[config.mk]
export PLATFORM = sky130hd
export DESIGN_NAME = mips_main_ctrl_flat
export DESIGN_NICKNAME = d
export VERILOG_FILES = /design/src/rtl/mips_main_ctrl_if.sv /design/src/rtl/mips_main_ctrl.sv /design/src/flat_wrapper.sv
export SDC_FILE = /design/constraint.sdc
export NUM_CORES = 1
export LEC_CHECK = 0
export CAP_MARGIN = 20
export CORE_MARGIN = 2
export CORE_UTILIZATION = 40
export DETAILED_ROUTE_END_ITERATION = 6
export PLACE_DENSITY_LB_ADDON = 0.1
export SLEW_MARGIN = 5
export SYNTH_ARGS = -nofsm -noshare
export SYNTH_HDL_FRONTEND = slang
export SYNTH_SLANG_ARGS = --single-unit
[constraint.sdc]
create_clock -name clk -period 2.4 [get_ports clk]
set_clock_uncertainty 0.05 [all_clocks]
set_input_delay 0.36 -clock clk [delete_from_list [all_inputs] [get_ports clk]]
set_output_delay 0.36 -clock clk [all_outputs]
set_load 0.005 [all_outputs]
[src/rtl/mips_main_ctrl_if.sv]
// Control bundle between the multicycle MIPS main controller and its datapath.
// The controller drives the enables and mux selects; the datapath returns op and zero.
interface mips_main_ctrl_if;
    // Datapath to controller
    logic [5:0] op;
    logic       zero;

    // Controller to datapath
    logic       pcen;
    logic       irwrite;
    logic       memwrite;
    logic       iord;
    logic       regwrite;
    logic       regdst;
    logic       memtoreg;
    logic       alusrca;
    logic [1:0] alusrcb;
    logic [1:0] aluop;
    logic [1:0] pcsrc;
    logic       illegal;
    logic [3:0] state;

    modport master (
        input  op,
        input  zero,
        output pcen,
        output irwrite,
        output memwrite,
        output iord,
        output regwrite,
        output regdst,
        output memtoreg,
        output alusrca,
        output alusrcb,
        output aluop,
        output pcsrc,
        output illegal,
        output state
    );

    modport slave (
        output op,
        output zero,
        input  pcen,
        input  irwrite,
        input  memwrite,
        input  iord,
        input  regwrite,
        input  regdst,
        input  memtoreg,
        input  alusrca,
        input  alusrcb,
        input  aluop,
        input  pcsrc,
        input  illegal,
        input  state
    );
endinterface

[src/rtl/mips_main_ctrl.sv]
// Moore main control FSM of the multicycle MIPS core.
// All outputs decode the state register; only pcen also looks at the ALU zero flag.
module mips_main_ctrl #(
    parameter bit TRAP_ON_ILLEGAL = 1'b0
) (
    input  logic              clk,
    input  logic              reset,
    mips_main_ctrl_if.master  bus
);

    typedef enum logic [3:0] {
        S_FETCH   = 4'd0,
        S_DECODE  = 4'd1,
        S_MEMADR  = 4'd2,
        S_MEMRD   = 4'd3,
        S_MEMWB   = 4'd4,
        S_MEMWR   = 4'd5,
        S_RTYPEEX = 4'd6,
        S_RTYPEWB = 4'd7,
        S_BEQEX   = 4'd8,
        S_ADDIEX  = 4'd9,
        S_ADDIWB  = 4'd10,
        S_JEX     = 4'd11,
        S_HALT    = 4'd12
    } state_e;

    localparam logic [5:0] OP_LW    = 6'b100011;
    localparam logic [5:0] OP_SW    = 6'b101011;
    localparam logic [5:0] OP_RTYPE = 6'b000000;
    localparam logic [5:0] OP_BEQ   = 6'b000100;
    localparam logic [5:0] OP_ADDI  = 6'b001000;
    localparam logic [5:0] OP_J     = 6'b000010;

    state_e state_q;
    state_e state_d;

    logic       pcwrite;
    logic       branch;
    logic       irwrite;
    logic       memwrite;
    logic       iord;
    logic       regwrite;
    logic       regdst;
    logic       memtoreg;
    logic       alusrca;
    logic [1:0] alusrcb;
    logic [1:0] aluop;
    logic [1:0] pcsrc;
    logic       illegal;

    // op decode flags, only meaningful while the IR holds the instruction
    logic is_lw;
    logic is_sw;
    logic is_rtype;
    logic is_beq;
    logic is_addi;
    logic is_j;

    assign is_lw    = (bus.op == OP_LW);
    assign is_sw    = (bus.op == OP_SW);
    assign is_rtype = (bus.op == OP_RTYPE);
    assign is_beq   = (bus.op == OP_BEQ);
    assign is_addi  = (bus.op == OP_ADDI);
    assign is_j     = (bus.op == OP_J);

    // State register; reset always lands in FETCH, even from HALT
    always_ff @(posedge clk) begin
        if (reset) begin
            state_q <= S_FETCH;
        end else begin
            state_q <= state_d;
        end
    end

    // Next-state logic: dispatch on op in DECODE, then walk the instruction
    always_comb begin
        state_d = S_FETCH;
        unique case (state_q)
            S_FETCH: begin
                state_d = S_DECODE;
            end
            S_DECODE: begin
                if (is_lw || is_sw) begin
                    state_d = S_MEMADR;
                end else if (is_rtype) begin
                    state_d = S_RTYPEEX;
                end else if (is_beq) begin
                    state_d = S_BEQEX;
                end else if (is_addi) begin
                    state_d = S_ADDIEX;
                end else if (is_j) begin
                    state_d = S_JEX;
                end else if (TRAP_ON_ILLEGAL) begin
                    state_d = S_HALT;
                end else begin
                    state_d = S_FETCH;
                end
            end
            S_MEMADR: begin
                if (is_lw) begin
                    state_d = S_MEMRD;
                end else if (is_sw) begin
                    state_d = S_MEMWR;
                end else begin
                    state_d = S_FETCH;
                end
            end
            S_MEMRD: begin
                state_d = S_MEMWB;
            end
            S_RTYPEEX: begin
                state_d = S_RTYPEWB;
            end
            S_ADDIEX: begin
                state_d = S_ADDIWB;
            end
            S_HALT: begin
                state_d = S_HALT;
            end
            S_MEMWB,
            S_MEMWR,
            S_RTYPEWB,
            S_BEQEX,
            S_ADDIWB,
            S_JEX: begin
                state_d = S_FETCH;
            end
            default: begin
                state_d = S_FETCH;
            end
        endcase
    end

    // Per-state control decode; everything is held low while reset is high
    always_comb begin
        pcwrite  = 1'b0;
        branch   = 1'b0;
        irwrite  = 1'b0;
        memwrite = 1'b0;
        iord     = 1'b0;
        regwrite = 1'b0;
        regdst   = 1'b0;
        memtoreg = 1'b0;
        alusrca  = 1'b0;
        alusrcb  = 2'b00;
        aluop    = 2'b00;
        pcsrc    = 2'b00;
        illegal  = 1'b0;
        if (!reset) begin
            unique case (state_q)
                S_FETCH: begin
                    irwrite = 1'b1;
                    pcwrite = 1'b1;
                    alusrcb = 2'b01;
                end
                S_DECODE: begin
                    alusrcb = 2'b11;
                end
                S_MEMADR: begin
                    alusrca = 1'b1;
                    alusrcb = 2'b10;
                end
                S_MEMRD: begin
                    iord = 1'b1;
                end
                S_MEMWB: begin
                    regwrite = 1'b1;
                    memtoreg = 1'b1;
                end
                S_MEMWR: begin
                    iord     = 1'b1;
                    memwrite = 1'b1;
                end
                S_RTYPEEX: begin
                    alusrca = 1'b1;
                    aluop   = 2'b10;
                end
                S_RTYPEWB: begin
                    regwrite = 1'b1;
                    regdst   = 1'b1;
                end
                S_BEQEX: begin
                    alusrca = 1'b1;
                    aluop   = 2'b01;
                    pcsrc   = 2'b01;
                    branch  = 1'b1;
                end
                S_ADDIEX: begin
                    alusrca = 1'b1;
                    alusrcb = 2'b10;
                end
                S_ADDIWB: begin
                    regwrite = 1'b1;
                end
                S_JEX: begin
                    pcwrite = 1'b1;
                    pcsrc   = 2'b10;
                end
                S_HALT: begin
                    illegal = 1'b1;
                end
                default: begin
                    illegal = 1'b0;
                end
            endcase
        end
    end

    // Drive the bundle; pcen is the only output that sees zero
    always_comb begin
        bus.pcen     = pcwrite | (branch & bus.zero);
        bus.irwrite  = irwrite;
        bus.memwrite = memwrite;
        bus.iord     = iord;
        bus.regwrite = regwrite;
        bus.regdst   = regdst;
        bus.memtoreg = memtoreg;
        bus.alusrca  = alusrca;
        bus.alusrcb  = alusrcb;
        bus.aluop    = aluop;
        bus.pcsrc    = pcsrc;
        bus.illegal  = illegal;
        bus.state    = reset ? 4'd0 : state_q;
    end

endmodule

[src/flat_wrapper.sv]
// flat-port wrapper written by rule: the top's interface ports become plain ports
module mips_main_ctrl_flat 
#(
    parameter bit TRAP_ON_ILLEGAL = 1'b0
)
  (clk, reset, bus_op, bus_zero, bus_pcen, bus_irwrite, bus_memwrite, bus_iord, bus_regwrite, bus_regdst, bus_memtoreg, bus_alusrca, bus_alusrcb, bus_aluop, bus_pcsrc, bus_illegal, bus_state);
  mips_main_ctrl_if bus_i ();
  input  logic clk;
  input  logic reset;
  input wire logic [$bits(bus_i.op)-1:0] bus_op;
  input wire logic [$bits(bus_i.zero)-1:0] bus_zero;
  output wire logic [$bits(bus_i.pcen)-1:0] bus_pcen;
  output wire logic [$bits(bus_i.irwrite)-1:0] bus_irwrite;
  output wire logic [$bits(bus_i.memwrite)-1:0] bus_memwrite;
  output wire logic [$bits(bus_i.iord)-1:0] bus_iord;
  output wire logic [$bits(bus_i.regwrite)-1:0] bus_regwrite;
  output wire logic [$bits(bus_i.regdst)-1:0] bus_regdst;
  output wire logic [$bits(bus_i.memtoreg)-1:0] bus_memtoreg;
  output wire logic [$bits(bus_i.alusrca)-1:0] bus_alusrca;
  output wire logic [$bits(bus_i.alusrcb)-1:0] bus_alusrcb;
  output wire logic [$bits(bus_i.aluop)-1:0] bus_aluop;
  output wire logic [$bits(bus_i.pcsrc)-1:0] bus_pcsrc;
  output wire logic [$bits(bus_i.illegal)-1:0] bus_illegal;
  output wire logic [$bits(bus_i.state)-1:0] bus_state;
  assign bus_i.op = bus_op;
  assign bus_i.zero = bus_zero;
  assign bus_pcen = bus_i.pcen;
  assign bus_irwrite = bus_i.irwrite;
  assign bus_memwrite = bus_i.memwrite;
  assign bus_iord = bus_i.iord;
  assign bus_regwrite = bus_i.regwrite;
  assign bus_regdst = bus_i.regdst;
  assign bus_memtoreg = bus_i.memtoreg;
  assign bus_alusrca = bus_i.alusrca;
  assign bus_alusrcb = bus_i.alusrcb;
  assign bus_aluop = bus_i.aluop;
  assign bus_pcsrc = bus_i.pcsrc;
  assign bus_illegal = bus_i.illegal;
  assign bus_state = bus_i.state;
  mips_main_ctrl #(.TRAP_ON_ILLEGAL(TRAP_ON_ILLEGAL)) u_core (.clk(clk), .reset(reset), .bus(bus_i));
endmodule
* Word level (Yosys, flattened, before mapping)
Cells that the tools add are included.
Word-level totals: bits in registers 4, input port bits 9, output and inout bits 19
Operators by class: reduce and logical (&&, ||, !) cells 8, bitwise logic cells 2, equality and inequality tests 17, mux-type cells 35
Operator list (count):
- 2-to-1 mux 4 bit | 7
- one-hot mux 4 bit (7 select lines) | 1
- equality test 4 bit, second input constant | 5
- 2-to-1 mux 1 bit | 20
- equality test 4 x 3 -> 1 bit, second input constant | 4
- equality test 6 bit, second input constant | 2
- equality test 4 x 2 -> 1 bit, second input constant | 2
- one-hot mux 2 bit (2 select lines) | 2
- equality test 6 x 2 -> 1 bit, second input constant | 1
- equality test 6 x 3 -> 1 bit, second input constant | 1
- equality test 6 x 4 -> 1 bit, second input constant | 1
- zero test 6 bit | 1
- 2-to-1 mux 2 bit | 3
- one-hot mux 2 bit (3 select lines) | 1
- OR reduction 2 bit | 3
- equality test 4 x 1 -> 1 bit, second input constant | 1
- zero test 4 bit | 1
- OR reduction 4 bit | 1
- 2-to-1 mux 3 bit | 1
- OR reduction 3 bit | 1
- AND 1 bit | 1
- logical OR 1 bit | 1
- bitwise OR 1 bit | 1

* Depth between registers and ports, before layout
word-level depth 7, depth in mapped cells 5, mapped depth without buffers 4

* Least setup slack after synthesis
Ideal clock, no wire load.
kind register -> output, start point reg u_core.state_q[3], end point out bus_pcen, arrival 0.999 ns, stages on the path, launching flop included 6, path slack 0.991 ns, buffers on the path 2, path through dfxtp_1 buf_4 buf_2 a211oi_1 a31oi_1 nor3_1
Between the ends: cells in the longest elaborated chain, start to end 5, elaborated cells between the ends (all ways) 10, those cells by class eq/ne (2); mux (4); bitwise (2); reduce/logical (2)
Ends and longest elaborated chain:
- from (decl) | RTL line mips_main_ctrl.sv:34 | state_e state_q;
- from (signal assigned) | RTL line mips_main_ctrl.sv:71 | state_q <= state_d;
- equality test 4 bit / zero test 4 bit (equally long branches) | RTL line mips_main_ctrl.sv:150 | unique case (state_q)
- OR reduction 2 bit (no line) / 2-to-1 mux 1 bit (equally long branches)
- 2-to-1 mux 1 bit, on equally long branches | RTL line mips_main_ctrl.sv:150, mips_main_ctrl.sv:149
- 2-to-1 mux 1 bit / AND 1 bit (equally long branches) | RTL line mips_main_ctrl.sv:149, mips_main_ctrl.sv:211
- bitwise OR 1 bit * | RTL line mips_main_ctrl.sv:211 | bus.pcen = pcwrite | (branch & bus.zero);
- to (decl) | RTL line flat_wrapper.sv:12 | output wire logic [$bits(bus_i.pcen)-1:0] bus_pcen;
Every way passes the cells marked *; elsewhere a longest branch is shown, timed or not.

* Final worst setup path
start point reg u_core.state_q[3], end point out bus_alusrca
Between the ends: cells in the longest elaborated chain, start to end 4, elaborated cells between the ends (all ways) 7, those cells by class eq/ne (4); mux (2); reduce/logical (1)
Ends and longest elaborated chain:
- equality test 4 x 2 -> 1 bit (tied with other cells) | RTL line mips_main_ctrl.sv:150
- OR reduction 4 bit (no line) *
- 2-to-1 mux 1 bit * | RTL line mips_main_ctrl.sv:150
- 2-to-1 mux 1 bit * | RTL line mips_main_ctrl.sv:149 | if (!reset) begin
- to (decl) | RTL line flat_wrapper.sv:19 | output wire logic [$bits(bus_i.alusrca)-1:0] bus_alusrca;
Marked as above.

==> results.yml <==
timing:
  setup_viol: 0
  fin_tns_setup_ps: 0
  tightest_slew_ps: 465
  fmax_ghz: 0.437
  relSlewSlack: 0.689
  rsz0062_at_grt: "no"
  report.final.hold_viol_count: 0
  timing.final.crit_share: 0.954
  fin_crit_ps: 2290
  maxSlewViolCount: 0
place:
  io_buffers: 27
  dp_cells: 123
  gp_congestion: 0.828
  dp_hpwl_microns: 1090
min_path:
  hold_path.class: "flop to flop"
die:
  start_util: 0.433
  rows: 13
  io_pins: 28
  die_x_microns: 41.5
  die-area_sq_um: 1720
  dieHeight_microns: 41.5
  fp.coreArea_sq_um: 1300
worst_setup_path:
  arrival_ps: 1880
  path_max_fanout: 12
  required_ps: 1990
  critPathMaxStageDelay_ps: 600
  worstSetupPathType: "flop to output port"
  crit_chain: "nand2_1 > o21a_1 > nor2_1 > clkdlybuf4s50_1"
  endpoint_kind: "output port"
  crit_path_start_kind: "flop"
  cpMaxStageDelayCell: "dfxtp_1"
cells_and_area:
  drive_above_1_share: 0.108
  largest_register_ffs: 4
  multi_input_area_sq_um: 419
  largest_register: "u_core.state_q"
  area_delta_synth_final_pct: 52.2
  utilization: 0.659
  fill_cells: 127
  reg_top3: "u_core.state_q: 4 flops"
  stdcell_count: 126
  nets: 122
  seqCellArea_sq_um: 81.3
  antenna_cells_inserted: 0
cts:
  htree_num_levels: 1
  cts_tree: "yes"
  clk_path_buf_depth: 2
  post-cts-setup-buffer-count: 0
  numCtsBuffers: 3
  cts_root_buf: "clkbuf_4"
  cts_num_sinks: 4
  clk_pin_slew_worst_paths_ps: 40
  cts_hold_buf: 0
  worstSkewPairLatency_ps: 230
logic_synthesis:
  syn_area_sq_um: 563
  yosys.area.top_type: "dfxtp_1"
  yosysSeqAreaShare: 0.142
  syn_nets: 93
  synth_top_cells_by_area: "dfxtp_1 (14%), nor2_1 (10%), o21a_1 (6.7%), nor3_1 (5.3%), nand2_1 (4.7%)"
  netlist_instances: 84
  yosysTopAreaCellShare: 0.142
  ys_seq_elements: 4
  yosysWarningCount: 0
  synth.distinct_cells: 33
  syn_area_per_cell_sq_um: 6.70
pwr:
  peakVddDrop_uv: 248
  power-per-cell-area_nw_per_um2: 270
  p_leak_nw: 0.306
detailed_routing:
  antenna_left: 0
  vias: 678
  drt-initial-drc-count: 8
  wl_per_cell_microns: 11.5
  wl_microns: 1450
  drc_errors: 0
  viasPerCell: 5.38
  drt_first_pass_iters: 4
run_status:
  status: "complete, no violations"
global_route:
  gr-total-overflow: 0
  antenna_found_initial: 0
  grtUsageTotal: 0.168
  grt_pass1_wl_microns: 2320
  grt_max_degree: 15
  grt_pass1_vias: 547
run:
  drv_cap: 0
## power breakdown
group / internal [mW] / switching (mW)
logic: 0.0440 / 0.0310
registers: 0.0694 / 0.00700
clock network: 0.0557 / 0.0246
total: 0.169 / 0.0626
## cell usage in the layout, fill, tap and decap left out
cell type         n
nor3b_1           1
inv_1             2
o2111ai_1         1
o21bai_1          2
or3_1             1
dfxtp_2           1
a21oi_1           1
buf_4             5
nor2_1           15
a31oi_1           4
o31ai_1           1
and2b_1           1
or3_4             1
xor2_1            3
a32oi_1           1
dfxtp_1           3
nor2b_1           4
nor3_1            6
nor4_1            2
and3_1            1
clkbuf_4          3
nand2b_1          1
nor2_2            1
a221oi_2          1
nand2_1           7
o21ai_0           3
nand3b_1          1
nand4_1           1
xnor2_1           2
a211oi_1          2
clkdlybuf4s50_1  27
or2b_1            1
o21a_1            5
## critical path: cells and delay by family (launching register included)
family | cells | cell delay (ps)
flops | 1 | 600
compound gates | 1 | 220
buf+inv | 1 | 510
simple gates | 2 | 320
## routing by layer
layer | wire [microns] | GRT usage | up-vias
met5 | 0 | 0 | -
met4 | 31 | 0.0774 | 0
li1 | - | - | 354
met3 | 71 | 0.0261 | 4
met1 | 693 | 0.218 | 299
met2 | 652 | 0.269 | 21
## cell families after synthesis
logic type,synth area share
compound gates,0.271
xor+xnor,0.0778
buf+inv,0.113
flops,0.142
simple gates,0.396
## cell usage after synthesis
| master | instances |
|---|---|
| or3_1 | 1 |
| nor2_2 | 1 |
| o21ai_0 | 3 |
| nor2_1 | 15 |
| buf_4 | 2 |
| xnor2_1 | 2 |
| a211oi_1 | 2 |
| a21oi_1 | 1 |
| inv_1 | 2 |
| clkbuf_1 | 1 |
| o21a_1 | 5 |
| or2b_1 | 1 |
| nand3b_1 | 1 |
| nand4_1 | 1 |
| o2111ai_1 | 1 |
| and3_1 | 1 |
| a31oi_1 | 4 |
| o31ai_1 | 1 |
| xor2_1 | 3 |
| or3_4 | 1 |
| a221oi_2 | 1 |
| nand2b_1 | 1 |
| nor2b_1 | 4 |
| nor4_1 | 2 |
| nand2_1 | 7 |
| o21bai_1 | 2 |
| nor3_1 | 6 |
| buf_6 | 2 |
| nor3b_1 | 1 |
| and2b_1 | 1 |
| a32oi_1 | 1 |
| buf_2 | 3 |
| dfxtp_1 | 4 |
## repair_timing
action | 4_1_cts | 5_1_grt
endpoints found under the hold margin | 0 | 0
resized for setup | 0 | 1
endpoints found under the setup margin | 0 | 2
## final cells by class
cell class | instances | share of cell area
multi-input combinational | 70 | 0.489
timing repair buffer | 32 | 0.359
sequential | 4 | 0.0949
clock buffer | 3 | 0.0263
tap | 15 | 0.0219
inverter | 2 | 0.00876
## through the flow
stage / area [sq um] / setup slack [ps] / hold WS [ps] / power, mW
finish: 857 / 109 / 639 / 0.232
global route: 857 / 26.9 / 676 / 0.247
global placement: 833 / 153 / 626 / 0.151
CTS: 856 / 58.6 / 645 / 0.234
floorplan: 563 / 991 / 472 / 0.118
detailed placement: 833 / 131 / 637 / 0.152
## worst paths after layout
path,cells past startpoint,slack (ps),endpoint,from
worst max register to register,4,1030,u_core.state_q[2],u_core.state_q[3]
worst min register to register,2,640,u_core.state_q[3],u_core.state_q[0]
worst max-delay path,4,110,bus_alusrca,u_core.state_q[3]
worst min-delay path,2,640,u_core.state_q[3],u_core.state_q[0]
No activity file was read; power rests on OpenSTA's default activity.
==> RTL change 1 (same settings) <==
Make the reset (`reset`) asynchronous in one clocked block.
--- a/src/rtl/mips_main_ctrl.sv
+++ b/src/rtl/mips_main_ctrl.sv
@@ -64,7 +64,7 @@
     assign is_j     = (bus.op == OP_J);
 
     // State register; reset always lands in FETCH, even from HALT
-    always_ff @(posedge clk) begin
+    always_ff @(posedge clk or posedge reset) begin
         if (reset) begin
             state_q <= S_FETCH;
         end else begin
Behaviour: same outputs for any inputs over 10 cycles, from zero or initial values and one cycle with reset high; that may be too few to reach the edited logic, so the function may still have changed.
==> RTL change 1 against the unedited design <==
Worst setup slack improved by 0.0069 ns. Wire length increased by 7.1%. Count of clock-buffer cells in the layout unchanged. Sequential cell count unchanged. Synthesized area decreased by 8.7%. Design area increased by 1.8%.
Power is not compared: it rests on default switching activity, and its combinational part moved more than twofold at a synthesized area within 25%.
==> RTL change 1: results (changes against the unedited design) <==
* Max Used Layer: met3 (was met4)
* Total number of nets in the final design at 120 (was 122)
* Largest net degree at the start of global routing at 18 (was 15)
* Share of cell area taken by flip-flops and latches at 11.9% (was 9.49%)
* Met1 wire length at 668 um (was 693 um)
* Capturing point of the worst reg2reg path: u_core.state_q[3] (was u_core.state_q[2])
* HPWL Detailed at 1.16 mm (was 1.09 mm)
* Met3 track demand over resource in global routing at 2.27% (was 2.61%)
* Met2 WL post-DR at 766 um (was 652 um)
* Status: complete, no violations (unchanged)
* Register area share after synthesis at 19.5% (was 14.2%)
* Detailed Route Iter0 Violations at 30 (was 8)
* Vias at 705 (was 678)
* Global-route wire length before repair at 2.46 mm (was 2.32 mm)
* Overall track demand over capacity in global routing at 22.7% (was 16.8%)
* Origin of the critical flop-to-flop path: u_core.state_q[3] (unchanged)
* DRT Wirelength at 1.55 mm (was 1.45 mm)
* Slack of the worst reg-to-reg path at 0.69 ns (was 1.03 ns)
* Net count after synthesis at 86 (was 93)
* Seq_cells at 4 (unchanged)
* Routability cong. at 0.887 (was 0.828)
* Critical Path Fanout Max at 5 (was 12)
* Delay-heaviest family, CP: buffers and inverters (was flip-flops)
* Worst min-delay path category: input pin to asynchronous set/reset pin (was flop to flop)
* Share of final-layout standard cells stronger than drive strength 1 at 13.8% (was 10.8%)
* Share of async-settable or async-resettable flops after synthesis at 100% (was 0%)
* Met1 routing resource usage after global routing at 29.0% (was 21.8%)
* Area share of xor/xnor cells in the synthesized design at 6.81% (was 7.78%)
* Transition at the pin with the smallest max-transition slack at 0.490 ns (was 0.465 ns)
* Number of non-clock buffers at 35 (was 32)
* Dominant synthesized flop cell: sky130_fd_sc_hd__dfrtp_1 (was sky130_fd_sc_hd__dfxtp_1)
* Number of fill cells in the layout at 86 (was 127)
* Inverters at 4 (was 2)
* Top post-synthesis cells by area: sky130_fd_sc_hd__dfrtp_1, sky130_fd_sc_hd__nor2_1, sky130_fd_sc_hd__nor3_1, sky130_fd_sc_hd__nor4b_1, sky130_fd_sc_hd__xnor2_1 (was sky130_fd_sc_hd__dfxtp_1, sky130_fd_sc_hd__nor2_1, sky130_fd_sc_hd__o21a_1, sky130_fd_sc_hd__nor3_1, sky130_fd_sc_hd__nand2_1)
* Area of the multi-input gates at 370 um^2 (was 419 um^2)
* Non-clk buf share at 39.3% (was 35.9%)
==> RTL change 1: cell count changes after synthesis, moves of 4 or more <==
cell	before	now
sky130_fd_sc_hd__nor2_1	15	11
sky130_fd_sc_hd__nand3_1	0	5
sky130_fd_sc_hd__dfrtp_1	0	4
sky130_fd_sc_hd__a31oi_1	4	0
sky130_fd_sc_hd__dfxtp_1	4	0
sky130_fd_sc_hd__o21a_1	5	1
sky130_fd_sc_hd__nand2_1	7	3
==> RTL change 1: through the flow <==
| step | std cells | setup TNS (ns) | setup WS [ns] | hold WS [ns] | utilization [%] |
|---|---|---|---|---|---|
| floorplan | 77 | 0 | 0.934 | 0.101 | - |
| global placement | 118 | 0 | 0.230 | 0.613 | 70.8 |
| detailed placement | 118 | 0 | 0.179 | 0.639 | 70.8 |
| CTS | 121 | 0 | 0.00345 | 0.501 | 72.7 |
| global route | 123 | -0.00654 | -0.00654 | 0.556 | 75.4 |
| finish | 123 | 0 | 0.116 | 0.501 | 75.4 |
==> RTL change 2 (config.mk and constraints unchanged) <==
Made on the original files. `TRAP_ON_ILLEGAL` is set to 1'b0 in 2 places; all go to 1'b1.
--- a/src/rtl/mips_main_ctrl.sv
+++ b/src/rtl/mips_main_ctrl.sv
@@ -1,7 +1,7 @@
 // Moore main control FSM of the multicycle MIPS core.
 // All outputs decode the state register; only pcen also looks at the ALU zero flag.
 module mips_main_ctrl #(
-    parameter bit TRAP_ON_ILLEGAL = 1'b0
+    parameter bit TRAP_ON_ILLEGAL = 1'b1
 ) (
     input  logic              clk,
     input  logic              reset,
--- a/src/flat_wrapper.sv
+++ b/src/flat_wrapper.sv
@@ -1,7 +1,7 @@
 // flat-port wrapper written by rule: the top's interface ports become plain ports
 module mips_main_ctrl_flat 
 #(
-    parameter bit TRAP_ON_ILLEGAL = 1'b0
+    parameter bit TRAP_ON_ILLEGAL = 1'b1
 )
   (clk, reset, bus_op, bus_zero, bus_pcen, bus_irwrite, bus_memwrite, bus_iord, bus_regwrite, bus_regdst, bus_memtoreg, bus_alusrca, bus_alusrcb, bus_aluop, bus_pcsrc, bus_illegal, bus_state);
   mips_main_ctrl_if bus_i ();
Check against the original RTL: not equivalent (a bounded check fails within 4 cycles, from zero or initial values and one cycle with reset high).
==> RTL change 2 against the unedited design <==
Via count increased by 7.5%. Highest routed layer unchanged. Critical endpoint is now bus_irwrite. Worst setup slack got worse by 0.0060 ns. Design area increased by 1.6%. Synthesized cell count is 6.0% higher. Wire length grew 4.3%. Sequential cell count unchanged. Synthesized area shrank 0.44%.
Power is not compared: it rests on default switching activity, and its combinational part moved more than twofold at a synthesized area within 25%.
==> RTL change 2: results (changes against the unedited design) <==
* Status: complete, no violations (unchanged)
* Synth unique cells at 31 (was 33)
* Post-DR wirelength/cell at 11.4 um (was 11.5 um)
* Post-Place Cell Area at 847 um^2 (was 833 um^2)
* Detailed Route Iter0 Violations at 16 (was 8)
* Hold Crit Start: u_core.state_q[2] (was u_core.state_q[0])
* Area of the multi-input gates at 422 um^2 (was 419 um^2)
* Worst Hold Path EP: u_core.state_q[0] (was u_core.state_q[3])
* Post-synth top cells: sky130_fd_sc_hd__nor2_1, sky130_fd_sc_hd__nor3_1, sky130_fd_sc_hd__nand2b_1 (was sky130_fd_sc_hd__nor2_1, sky130_fd_sc_hd__nand2_1, sky130_fd_sc_hd__nor3_1)
* Largest net degree at the start of global routing at 16 (was 15)
* Num CTS Buffers at 3 (unchanged)
* Share of final-layout standard cells stronger than drive strength 1 at 9.40% (was 10.8%)
* Net count after synthesis at 98 (was 93)
* Skew-Pair Late Insertion Delay at 0.24 ns
* Crit path arrival time at 1.89 ns
* Overall track demand over capacity in global routing at 17.5% (was 16.8%)
* Register area share after synthesis at 14.3% (was 14.2%)
* Largest voltage drop on the vdd net at 430 uV
* Critical Path Fanout Max at 5 (was 12)
* Worst slew margin at 76.3% (was 68.9%)
* HPWL Detailed at 1.15 mm (was 1.09 mm)
* Total number of nets in the final design at 128 (was 122)
* Vias in the first global route at 573 (was 547)
* Worst r2r path cells at 5 (was 4)
* Slack of the worst reg-to-reg path at 1.01 ns (was 1.03 ns)
* Number of fill cells in the layout at 123 (was 127)
* Routability cong. at 0.809 (was 0.828)
* Global-route wire length before repair at 2.39 mm (was 2.32 mm)
* Top post-synthesis cells by area: sky130_fd_sc_hd__dfxtp_1, sky130_fd_sc_hd__nor2_1, sky130_fd_sc_hd__nor3_1, sky130_fd_sc_hd__nand2b_1, sky130_fd_sc_hd__a31oi_1 (was sky130_fd_sc_hd__dfxtp_1, sky130_fd_sc_hd__nor2_1, sky130_fd_sc_hd__o21a_1, sky130_fd_sc_hd__nor3_1, sky130_fd_sc_hd__nand2_1)
RTL change 2: cells by family after synthesis:
group / Yosys count / synth area share [%]
AO/OA/AOI/OAI: 19 / 23.7
XOR/XNOR: 4 / 6.25
buffers and inverters: 11 / 10.5
flip-flops: 4 / 14.3
AND/OR/NAND/NOR: 51 / 45.3
RTL change 2: power groups by stage:
stage                      clock, W  combinational [W]  sequential, W
after floorplan                   0           0.000327       0.000106
after global placement            0           0.000449       0.000156
after detailed placement          0           0.000456       0.000156
after CTS                 0.0000868           0.000458       0.000154
after global routing      0.0000916           0.000504       0.000165
final                     0.0000855           0.000457       0.000158
RTL change 2: timing repair:
action | CTS | global route
gates resized for setup | 0 | 1
hold endpoints to repair | 0 | 0
endpoints found under the setup margin | 0 | 1
RTL change 2: cell type report:
cell class	instances	share of cell area, %
Tap cell	15	2.16
Timing Repair Buffer	33	36.2
Multi-Input combinational cell	74	48.4
Sequential cell	4	9.34
Inverter	3	1.29
Clock buffer	3	2.59
RTL change 2: worst max path at each step:
stage                              to               from  slack [ns]
after CTS                 bus_irwrite              reset        0.11
after global routing      bus_irwrite              reset        0.02
after global placement    bus_irwrite              reset        0.12
after floorplan           bus_irwrite  u_core.state_q[1]        0.98
after detailed placement  bus_irwrite              reset        0.11
final                     bus_irwrite              reset        0.10
RTL change 2: stage by stage:
step	worst slack [ns]	std cells	power (W)
detailed placement	0.108	129	0.000612
CTS	0.107	132	0.000699
finish	0.103	132	0.000701
global placement	0.122	129	0.000605
floorplan	0.975	89	0.000433
global route	0.0221	132	0.000761
RTL change 2: worst max-delay path: stages:
cell	delay, ns
sky130_fd_sc_hd__clkdlybuf4s50_1	0.45
sky130_fd_sc_hd__or3_1	0.40
sky130_fd_sc_hd__nor3_1	0.15
sky130_fd_sc_hd__clkdlybuf4s50_1	0.52
RTL change 2: routing by layer:
metal	vias to the layer above	global-route usage (%)	wire length, um
met1	323	21.0	683
met4	0	5.81	6
met5	-	0	0
met3	2	4.78	87
li1	373	-	-
met2	31	29.7	734
